**config.mk**
```make
export PLATFORM = sky130hd
export DESIGN_NAME = dm_access_unit_flat
export DESIGN_NICKNAME = d
export VERILOG_FILES = /design/src/rtl/dm_pkg.sv /design/src/rtl/dm_access_unit_if.sv /design/src/rtl/dm_timeout_ctr.sv /design/src/rtl/dm_access_unit.sv /design/src/flat_wrapper.sv
export SDC_FILE = /design/constraint.sdc
export NUM_CORES = 1
export LEC_CHECK = 0
export CAP_MARGIN = 40
export CORE_MARGIN = 2
export CORE_UTILIZATION = 60
export DETAILED_ROUTE_END_ITERATION = 16
export DONT_BUFFER_PORTS = 1
export GPL_ROUTABILITY_DRIVEN = 0
export PLACE_DENSITY = 0.77
export SYNTH_ARGS = -nofsm -noshare
export SYNTH_HDL_FRONTEND = slang
export SYNTH_SLANG_ARGS = --single-unit
```
**constraint.sdc**
```tcl
create_clock -name clk -period 8.5 [get_ports clk]
set_clock_uncertainty 0.2 [all_clocks]
set_input_delay 2.55 -clock clk [delete_from_list [all_inputs] [get_ports clk]]
set_output_delay 2.55 -clock clk [all_outputs]
set_load 0.01 [all_outputs]
```
**src/rtl/dm_pkg.sv**
```systemverilog
// Shared types and widths for the data-memory access stage.
package dm_pkg;

    localparam int ADDR_W = 32;
    localparam int DATA_W = 32;
    localparam int REG_W  = 5;

    typedef enum logic [1:0] {
        IDLE = 2'd0,
        WAIT = 2'd1,
        DONE = 2'd2
    } state_t;

    typedef struct packed {
        logic              valid;
        logic [REG_W-1:0]  rd;
        logic              reg_write;
        logic [DATA_W-1:0] data;
    } wb_t;

endpackage

```
**src/rtl/dm_access_unit_if.sv**
```systemverilog
// Request/acknowledge data-memory port between the access unit and memory.
interface dm_access_unit_if;
    import dm_pkg::*;

    logic              mem_req;
    logic              mem_we;
    logic [ADDR_W-1:0] mem_addr;
    logic [DATA_W-1:0] mem_wdata;
    logic [DATA_W-1:0] mem_rdata;
    logic              mem_ack;

    modport master (
        output mem_req,
        output mem_we,
        output mem_addr,
        output mem_wdata,
        input  mem_rdata,
        input  mem_ack
    );

    modport slave (
        input  mem_req,
        input  mem_we,
        input  mem_addr,
        input  mem_wdata,
        output mem_rdata,
        output mem_ack
    );

endinterface

```
**src/rtl/dm_timeout_ctr.sv**
```systemverilog
// Counts WAIT cycles of an outstanding access; expire flags the last allowed cycle.
module dm_timeout_ctr #(
    parameter int TIMEOUT_CYCLES = 16
) (
    input  logic clk,
    input  logic reset,
    input  logic clr,
    input  logic en,
    output logic expire
);

    logic [7:0] cnt_q;
    logic [7:0] cnt_d;

    // Clear has priority so a fresh access always starts counting from zero.
    always_comb begin
        cnt_d = cnt_q;
        if (clr) begin
            cnt_d = '0;
        end else if (en) begin
            cnt_d = cnt_q + 8'd1;
        end
    end

    // Counter register.
    always_ff @(posedge clk or posedge reset) begin
        if (reset) begin
            cnt_q <= '0;
        end else begin
            cnt_q <= cnt_d;
        end
    end

    assign expire = (cnt_q == 8'(TIMEOUT_CYCLES - 1));

endmodule

```
**src/rtl/dm_access_unit.sv**
```systemverilog
// Data-memory stage controller: issues loads/stores on the memory port, stalls
// upstream while busy, and registers the writeback bundle for the DM/WB stage.
module dm_access_unit
    import dm_pkg::*;
#(
    parameter int TIMEOUT_CYCLES = 16
) (
    input  logic              clk,
    input  logic              reset,
    input  logic              valid_in,
    input  logic              mem_read_in,
    input  logic              mem_write_in,
    input  logic [ADDR_W-1:0] addr_in,
    input  logic [DATA_W-1:0] wdata_in,
    input  logic [REG_W-1:0]  rd_in,
    input  logic              mem_to_reg_in,
    input  logic              reg_write_in,
    output logic              stall,
    dm_access_unit_if.master  mem,
    output logic              wb_valid,
    output logic [REG_W-1:0]  wb_rd,
    output logic              wb_reg_write,
    output logic [DATA_W-1:0] wb_data,
    output logic              align_err,
    output logic              bus_err
);

    state_t            state_q, state_d;
    logic              req_q, req_d;
    logic              we_q, we_d;
    logic [ADDR_W-1:0] addr_q, addr_d;
    logic [DATA_W-1:0] wdata_q, wdata_d;
    wb_t               wb_q, wb_d;
    logic              align_q, align_d;
    logic              bus_q, bus_d;
    logic [REG_W-1:0]  lat_rd_q, lat_rd_d;
    logic              lat_rw_q, lat_rw_d;
    logic              lat_m2r_q, lat_m2r_d;

    logic ctr_clr;
    logic ctr_en;
    logic ctr_expire;

    logic access;
    logic illegal;

    assign access  = valid_in & (mem_read_in | mem_write_in);
    assign illegal = access & ((addr_in[1:0] != 2'b00) | (mem_read_in & mem_write_in));

    dm_timeout_ctr #(
        .TIMEOUT_CYCLES(TIMEOUT_CYCLES)
    ) u_timeout_ctr (
        .clk   (clk),
        .reset (reset),
        .clr   (ctr_clr),
        .en    (ctr_en),
        .expire(ctr_expire)
    );

    // Next-state, memory request and writeback bundle; pulses default low each edge.
    always_comb begin
        state_d      = state_q;
        req_d        = req_q;
        we_d         = we_q;
        addr_d       = addr_q;
        wdata_d      = wdata_q;
        wb_d         = wb_q;
        wb_d.valid   = 1'b0;
        align_d      = 1'b0;
        bus_d        = 1'b0;
        lat_rd_d     = lat_rd_q;
        lat_rw_d     = lat_rw_q;
        lat_m2r_d    = lat_m2r_q;
        ctr_clr      = 1'b0;
        ctr_en       = 1'b0;
        stall        = 1'b0;

        unique case (state_q)
            IDLE: begin
                if (!access) begin
                    if (valid_in) begin
                        wb_d.valid     = 1'b1;
                        wb_d.rd        = rd_in;
                        wb_d.reg_write = reg_write_in;
                        wb_d.data      = addr_in;
                    end
                end else if (illegal) begin
                    // Illegal accesses retire immediately with no register write.
                    align_d        = 1'b1;
                    wb_d.valid     = 1'b1;
                    wb_d.rd        = rd_in;
                    wb_d.reg_write = 1'b0;
                    wb_d.data      = addr_in;
                end else begin
                    stall     = 1'b1;
                    req_d     = 1'b1;
                    we_d      = mem_write_in;
                    addr_d    = {addr_in[ADDR_W-1:2], 2'b00};
                    wdata_d   = wdata_in;
                    lat_rd_d  = rd_in;
                    lat_rw_d  = reg_write_in;
                    lat_m2r_d = mem_to_reg_in;
                    ctr_clr   = 1'b1;
                    state_d   = WAIT;
                end
            end
            WAIT: begin
                stall = 1'b1;
                // Ack is checked first so it wins over a coincident timeout.
                if (mem.mem_ack) begin
                    req_d          = 1'b0;
                    wb_d.valid     = 1'b1;
                    wb_d.rd        = lat_rd_q;
                    wb_d.reg_write = lat_rw_q;
                    wb_d.data      = lat_m2r_q ? mem.mem_rdata : addr_q;
                    state_d        = DONE;
                end else if (ctr_expire) begin
                    req_d          = 1'b0;
                    bus_d          = 1'b1;
                    wb_d.valid     = 1'b1;
                    wb_d.rd        = lat_rd_q;
                    wb_d.reg_write = 1'b0;
                    state_d        = DONE;
                end else begin
                    ctr_en = 1'b1;
                end
            end
            DONE: begin
                // Upstream advances past the finished instruction on this edge.
                state_d = IDLE;
            end
            default: begin
                state_d = IDLE;
            end
        endcase

        // No pipeline advance is meaningful while reset is held.
        if (reset) begin
            stall = 1'b0;
        end
    end

    // State, request and writeback registers.
    always_ff @(posedge clk or posedge reset) begin
        if (reset) begin
            state_q   <= IDLE;
            req_q     <= 1'b0;
            we_q      <= 1'b0;
            addr_q    <= '0;
            wdata_q   <= '0;
            wb_q      <= '0;
            align_q   <= 1'b0;
            bus_q     <= 1'b0;
            lat_rd_q  <= '0;
            lat_rw_q  <= 1'b0;
            lat_m2r_q <= 1'b0;
        end else begin
            state_q   <= state_d;
            req_q     <= req_d;
            we_q      <= we_d;
            addr_q    <= addr_d;
            wdata_q   <= wdata_d;
            wb_q      <= wb_d;
            align_q   <= align_d;
            bus_q     <= bus_d;
            lat_rd_q  <= lat_rd_d;
            lat_rw_q  <= lat_rw_d;
            lat_m2r_q <= lat_m2r_d;
        end
    end

    assign mem.mem_req   = req_q;
    assign mem.mem_we    = we_q;
    assign mem.mem_addr  = addr_q;
    assign mem.mem_wdata = wdata_q;

    assign wb_valid     = wb_q.valid;
    assign wb_rd        = wb_q.rd;
    assign wb_reg_write = wb_q.reg_write;
    assign wb_data      = wb_q.data;
    assign align_err    = align_q;
    assign bus_err      = bus_q;

endmodule

```
**src/flat_wrapper.sv**
```systemverilog
// flat-port wrapper written by rule: the top's interface ports become plain ports
module dm_access_unit_flat import dm_pkg::*;
#(
    parameter int TIMEOUT_CYCLES = 16
)
  (clk, reset, valid_in, mem_read_in, mem_write_in, addr_in, wdata_in, rd_in, mem_to_reg_in, reg_write_in, stall, wb_valid, wb_rd, wb_reg_write, wb_data, align_err, bus_err, mem_mem_req, mem_mem_we, mem_mem_addr, mem_mem_wdata, mem_mem_rdata, mem_mem_ack);
  dm_access_unit_if mem_i ();
  input  logic clk;
  input  logic reset;
  input  logic valid_in;
  input  logic mem_read_in;
  input  logic mem_write_in;
  input  logic [ADDR_W-1:0] addr_in;
  input  logic [DATA_W-1:0] wdata_in;
  input  logic [REG_W-1:0] rd_in;
  input  logic mem_to_reg_in;
  input  logic reg_write_in;
  output logic stall;
  output logic wb_valid;
  output logic [REG_W-1:0] wb_rd;
  output logic wb_reg_write;
  output logic [DATA_W-1:0] wb_data;
  output logic align_err;
  output logic bus_err;
  output wire logic [$bits(mem_i.mem_req)-1:0] mem_mem_req;
  output wire logic [$bits(mem_i.mem_we)-1:0] mem_mem_we;
  output wire logic [$bits(mem_i.mem_addr)-1:0] mem_mem_addr;
  output wire logic [$bits(mem_i.mem_wdata)-1:0] mem_mem_wdata;
  input wire logic [$bits(mem_i.mem_rdata)-1:0] mem_mem_rdata;
  input wire logic [$bits(mem_i.mem_ack)-1:0] mem_mem_ack;
  assign mem_mem_req = mem_i.mem_req;
  assign mem_mem_we = mem_i.mem_we;
  assign mem_mem_addr = mem_i.mem_addr;
  assign mem_mem_wdata = mem_i.mem_wdata;
  assign mem_i.mem_rdata = mem_mem_rdata;
  assign mem_i.mem_ack = mem_mem_ack;
  dm_access_unit #(.TIMEOUT_CYCLES(TIMEOUT_CYCLES)) u_core (.clk(clk), .reset(reset), .valid_in(valid_in), .mem_read_in(mem_read_in), .mem_write_in(mem_write_in), .addr_in(addr_in), .wdata_in(wdata_in), .rd_in(rd_in), .mem_to_reg_in(mem_to_reg_in), .reg_write_in(reg_write_in), .stall(stall), .mem(mem_i), .wb_valid(wb_valid), .wb_rd(wb_rd), .wb_reg_write(wb_reg_write), .wb_data(wb_data), .align_err(align_err), .bus_err(bus_err));
endmodule
```
# ---- Word level (Yosys, flattened, before mapping)
# Index checks and enable logic that the tools add are counted.
dict set report totals {
  in_bits 109
  out_inout_bits 108
  ff_bits 122
  elab_cells 73
}
dict set report classes {
  n_reduce_logical 9
  eq_ne 8
  n_bitwise 6
  n_mux 34
  addsub 1
}
# op n
set ops {}
lappend ops {{39-bit 2-to-1 mux} 3}
lappend ops {{39-bit one-hot mux with 2 select lines} 1}
lappend ops {{32-bit 2-to-1 mux} 2}
lappend ops {{1-bit 2-to-1 mux} 17}
lappend ops {{8-bit 2-to-1 mux} 2}
lappend ops {{7-bit 2-to-1 mux} 2}
lappend ops {{4-bit AND reduction} 3}
lappend ops {{8-bit by 1-bit adder with 8-bit output (second input constant)} 1}
lappend ops {{8-bit by 4-bit == test with 1-bit output (second input constant)} 1}
lappend ops {{2-bit 2-to-1 mux} 4}
lappend ops {{3-bit by 2-bit inequality test with 1-bit output (second input constant)} 2}
lappend ops {{3-bit AND reduction} 2}
lappend ops {{2-bit nonzero test} 3}
lappend ops {{2-bit inequality test (second input constant)} 2}
lappend ops {{1-bit one-hot mux with 2 select lines} 2}
lappend ops {{2-bit one-hot mux with 2 select lines} 1}
lappend ops {{1-bit AND} 3}
lappend ops {{3-bit inequality test (second input constant)} 1}
lappend ops {{2-bit by 1-bit == test with 1-bit output (second input constant)} 1}
lappend ops {{2-bit zero test} 1}
lappend ops {{2-bit by 1-bit inequality test with 1-bit output (second input constant)} 1}
lappend ops {{1-bit OR} 2}
lappend ops {{1-bit NOT} 1}

# ---- Depth between registers and ports, before layout
dict set report depth {
  word_depth 7
  ltp_mapped 7
  ltp_nobuf 5
}

# ---- By module
# Synthesis repeated with hierarchy kept, for this count alone.
dict set report unflattened {
  cells_unflattened 445
  hier_area_um2 5624.1
}
# module instances cells_per_inst area_each_um2 seq_area_each_um2
set by_module_without_submodules {}
lappend by_module_without_submodules {dm_access_unit 1 405 5216.3 2852.7}
lappend by_module_without_submodules {dm_timeout_ctr 1 40 407.9 200.2}

# ---- Worst setup path before layout
# No wires, ideal clock.
dict set report synth_timing {
  path_type {input-to-output}
  startpoint {input mem_write_in}
  endpoint {output stall}
  n_path_buf 0
  stages 3
  arrival_ns 3.227
  required_time_ns 5.750
  path_slack_ns 2.523
  cell_sequence {xor2_1 -> a31oi_1 -> nor3_1}
}
dict set report synth_between {
  elab_chain_len 7
  word_cells_on_any_way 9
  classes_between {mux: 4; bitwise: 5}
}
# element line_no
set synth_rtl {}
lappend synth_rtl {{from (decl)} flat_wrapper.sv:12} ;# input logic mem_write_in;
lappend synth_rtl {{1-bit OR or 1-bit AND (tied branches)} {dm_access_unit.sv:47, dm_access_unit.sv:48}}
lappend synth_rtl {{1-bit AND or 1-bit OR (tied branches)} {dm_access_unit.sv:47, dm_access_unit.sv:48}}
lappend synth_rtl {{1-bit AND} dm_access_unit.sv:48} ;# assign illegal = access & ((addr_in[1:0] != 2'b00) | (mem_read_in & mem_write_in));
lappend synth_rtl {{1-bit 2-to-1 mux} dm_access_unit.sv:87} ;# end else if (illegal) begin
lappend synth_rtl {{1-bit 2-to-1 mux *} dm_access_unit.sv:80} ;# if (!access) begin
lappend synth_rtl {{1-bit one-hot mux with 2 select lines *} dm_access_unit.sv:78} ;# unique case (state_q)
lappend synth_rtl {{1-bit 2-to-1 mux *} dm_access_unit.sv:138} ;# if (reset) begin
lappend synth_rtl {{to (decl)} flat_wrapper.sv:18} ;# output logic stall;
# Every way passes the cells marked *; elsewhere a longest branch is shown, timed or not.

# ---- Worst setup path in the final report
# Same ends and word-level chain as after synthesis.

==> run metrics <==
outcome completed; multi-input logic area 2230 µm²; PD cells 296 nW/µm²; Ys Warns 0; number of global-route vias before repair roughly 4200; Initial Utilization 62.1%; Worst R2R End u_core.mem.mem_wdata[6]; Resized cells post-CTS 0; via/cell ratio 6.17; Hold Crit Class flop to flop; die height 99.3 µm; crit share post-route around 75%; Hold Path End u_core.lat_rd_q[4]; hold_buf cts 0; maximum operating frequency 0.158 GHz; Vias 4179; global-route wire length before repair 21.7 mm; fin. max-slew vios 0; Min-Delay Path Depth 2; VDD IR-drop max 199 µV; slowest cell delay on critical path 510 ps; final hold violations 0; Storage cell area 3050 µm²; first-pass iteration count of the detailed router 7; RSZ-0062 raised after global routing no; Finish-stage setup viols 0; crit path cell chain xor2_1, a31oi_1, nor3_1; layout filler cell count approximately 670; drt drc 0; area leader, netlist dfrtp_1; minimum clock period 6340 ps; Max Cap Violations 0; Die Width 99.3 µm; detailed placement HPWL 9.26 mm; crit start category input port; CTS Buffer Depth 2; remaining antenna violation count after routing 0; most frequent cells in the layout 213 x nand2_1, 121 x dfrtp_1, 62 x a21oi_1; # diodes 0; Post-synth EDFFs 0; root buf cell clkbuf_8; worst slew pin tran roughly 840 ps; Initial DRC Count 288; Die ar. 9850 µm²; TritonCTS clock tree built; Clk Latency, worst-skew pair 510 ps; CP max FO 5; cts bufs inserted 17; P&R area growth vs syn 12.4%; Site Rows 34; most common cell after layout, fill and taps aside nand2_1; Buffers & Inverters on Critical Path 0; kind of critical path input port to primary output; Nets about 670; Synth async-reset ratio 100%; Worst-path clk slew 60 ps; clock sink count 122; Max-slew headroom between 40% and 50%; Critical R2R Launch u_core.state_q[1]; final wirelength 13.7 mm; initial antenna violation count 0; average size of a mapped cell 9.58 µm²; Synth Instances 568; critical path's slowest cell xor2_1; sequential element share of the synthesized area ~56%; Yosys top cell area share 56.1%; Core ar. 8760 µm²; Synth Register Bits 122; HP Start u_core.lat_rd_q[4]; GRT overflow 0; Main synth FF type dfrtp_1; Data arrival, critical path 3590 ps; crit path capture type primary output; gr usage total 28.7%; Hold WS approximately 270 ps; ranking of synthesized cells by area dfrtp_1 56%, nand2_1 15%, mux2i_1 5.9%, a21oi_1 5.7%, a2bb2oi_1 4.8%; H-tree Lvls 4; crit path launch mem_write_in; Netlist Area Pre-Place approximately 5400 µm²; port bufs 0; io pins around 220; r2r worst-path depth 5; Setup TNS 0 ps; CP top delay family XOR/XNOR gates; largest net degree at the start of global routing 80; P_leak 3.00 nW; R2R Setup Slk 5890 ps; CP required 5750 ps; post-CTS setup buffers 0; share of cells above drive strength 1 9.67%; Yosys cell types 41; drt wl/cell 20.3 µm
sequential cells by signal, summed over array words and instances (netlist names):
signal	count
u_core.bus_err	1
u_core.wb_reg_write	1
u_core.mem.mem_req	1
u_core.mem.mem_we	1
u_core.mem.mem_wdata	32
u_core.u_timeout_ctr.cnt_q	8
u_core.wb_data	32
u_core.lat_rw_q	1
u_core.wb_valid	1
u_core.state_q	2
u_core.wb_rd	5
u_core.mem.mem_addr	30
u_core.align_err	1
u_core.lat_rd_q	5
u_core.lat_m2r_q	1
power breakdown:
group	switching (W)	leakage [nW]	internal, W
registers	0.000163	1.53	0.000701
logic	0.000135	1.20	0.000119
clock network	0.000291	0.269	0.000399
through the flow:
step	setup slack [ps]	cell area (µm²)	power, W	util [%]	cells
after floorplan	2510	5450	0.00104	-	569
after global placement	2170	5470	0.00110	62.4	642
after detailed placement	2160	5550	0.00113	63.3	645
after CTS	2160	6120	0.00182	69.8	677
after global routing	2050	6120	0.00190	69.8	677
final	2160	6120	0.00181	69.8	677
final cells by class:
type                    count  share of cell area [%]
well taps                 108                    2.21
clock inverters            15                    2.58
flip-flops and latches    122                    49.9
inverters                   2                   0.164
repair buffers              8                    1.84
multi-input cells         405                    36.5
clock buffers              17                    6.77
how the worst max path moves through the flow:
stage               cells past startpoint  slack [ps]                to
floorplan                               1        2510  u_core.align_err
detailed placement                      3        2160             stall
global placement                        3        2170             stall
CTS                                     3        2160             stall
global route                            3        2050             stall
finish                                  3        2160             stall
cell usage after synthesis (all sizes together), types with 2 or more instances:
master,instances
nand2,214
dfrtp,122
a21oi,63
mux2i,32
a2bb2oi,30
clkbuf,25
buf,15
nor2,10
and3,8
a221o,6
xor2,5
nor3,3
nor3b,3
o21ai,3
a31oi,2
a32o,2
and2,2
inv,2
mux2,2
nand3,2
nor2b,2
nor4,2
o211ai,2
o21bai,2
metal layers:
metal	share of wire, %	global-route usage (%)	vias to the layer above
met1	37	34.0	2011
met2	50	46.9	249
li1	-	-	1900
met4	1.5	8.54	0
met5	0	0	-
met3	11	13.8	19
cell families after synthesis:
kind of cell / synth area share, %
buffers and inverters: 3.59
adders and majority gates: 0.230
AOI/OAI and AO/OA: 13.7
and+or+nand+nor: 19.1
xor gates and xnor gates: 0.965
DFF: 56.1
muxes: 6.30
other: 0.0689
worst register-to-register path, cell delays in order, from the launching register on:
cell and delay [ps]:
dfrtp_1 470, nor3b_2 520, nand3_2 590, buf_4 500
nand2_1 160, nand2_1 60
No activity file was read; power rests on OpenSTA's default activity.
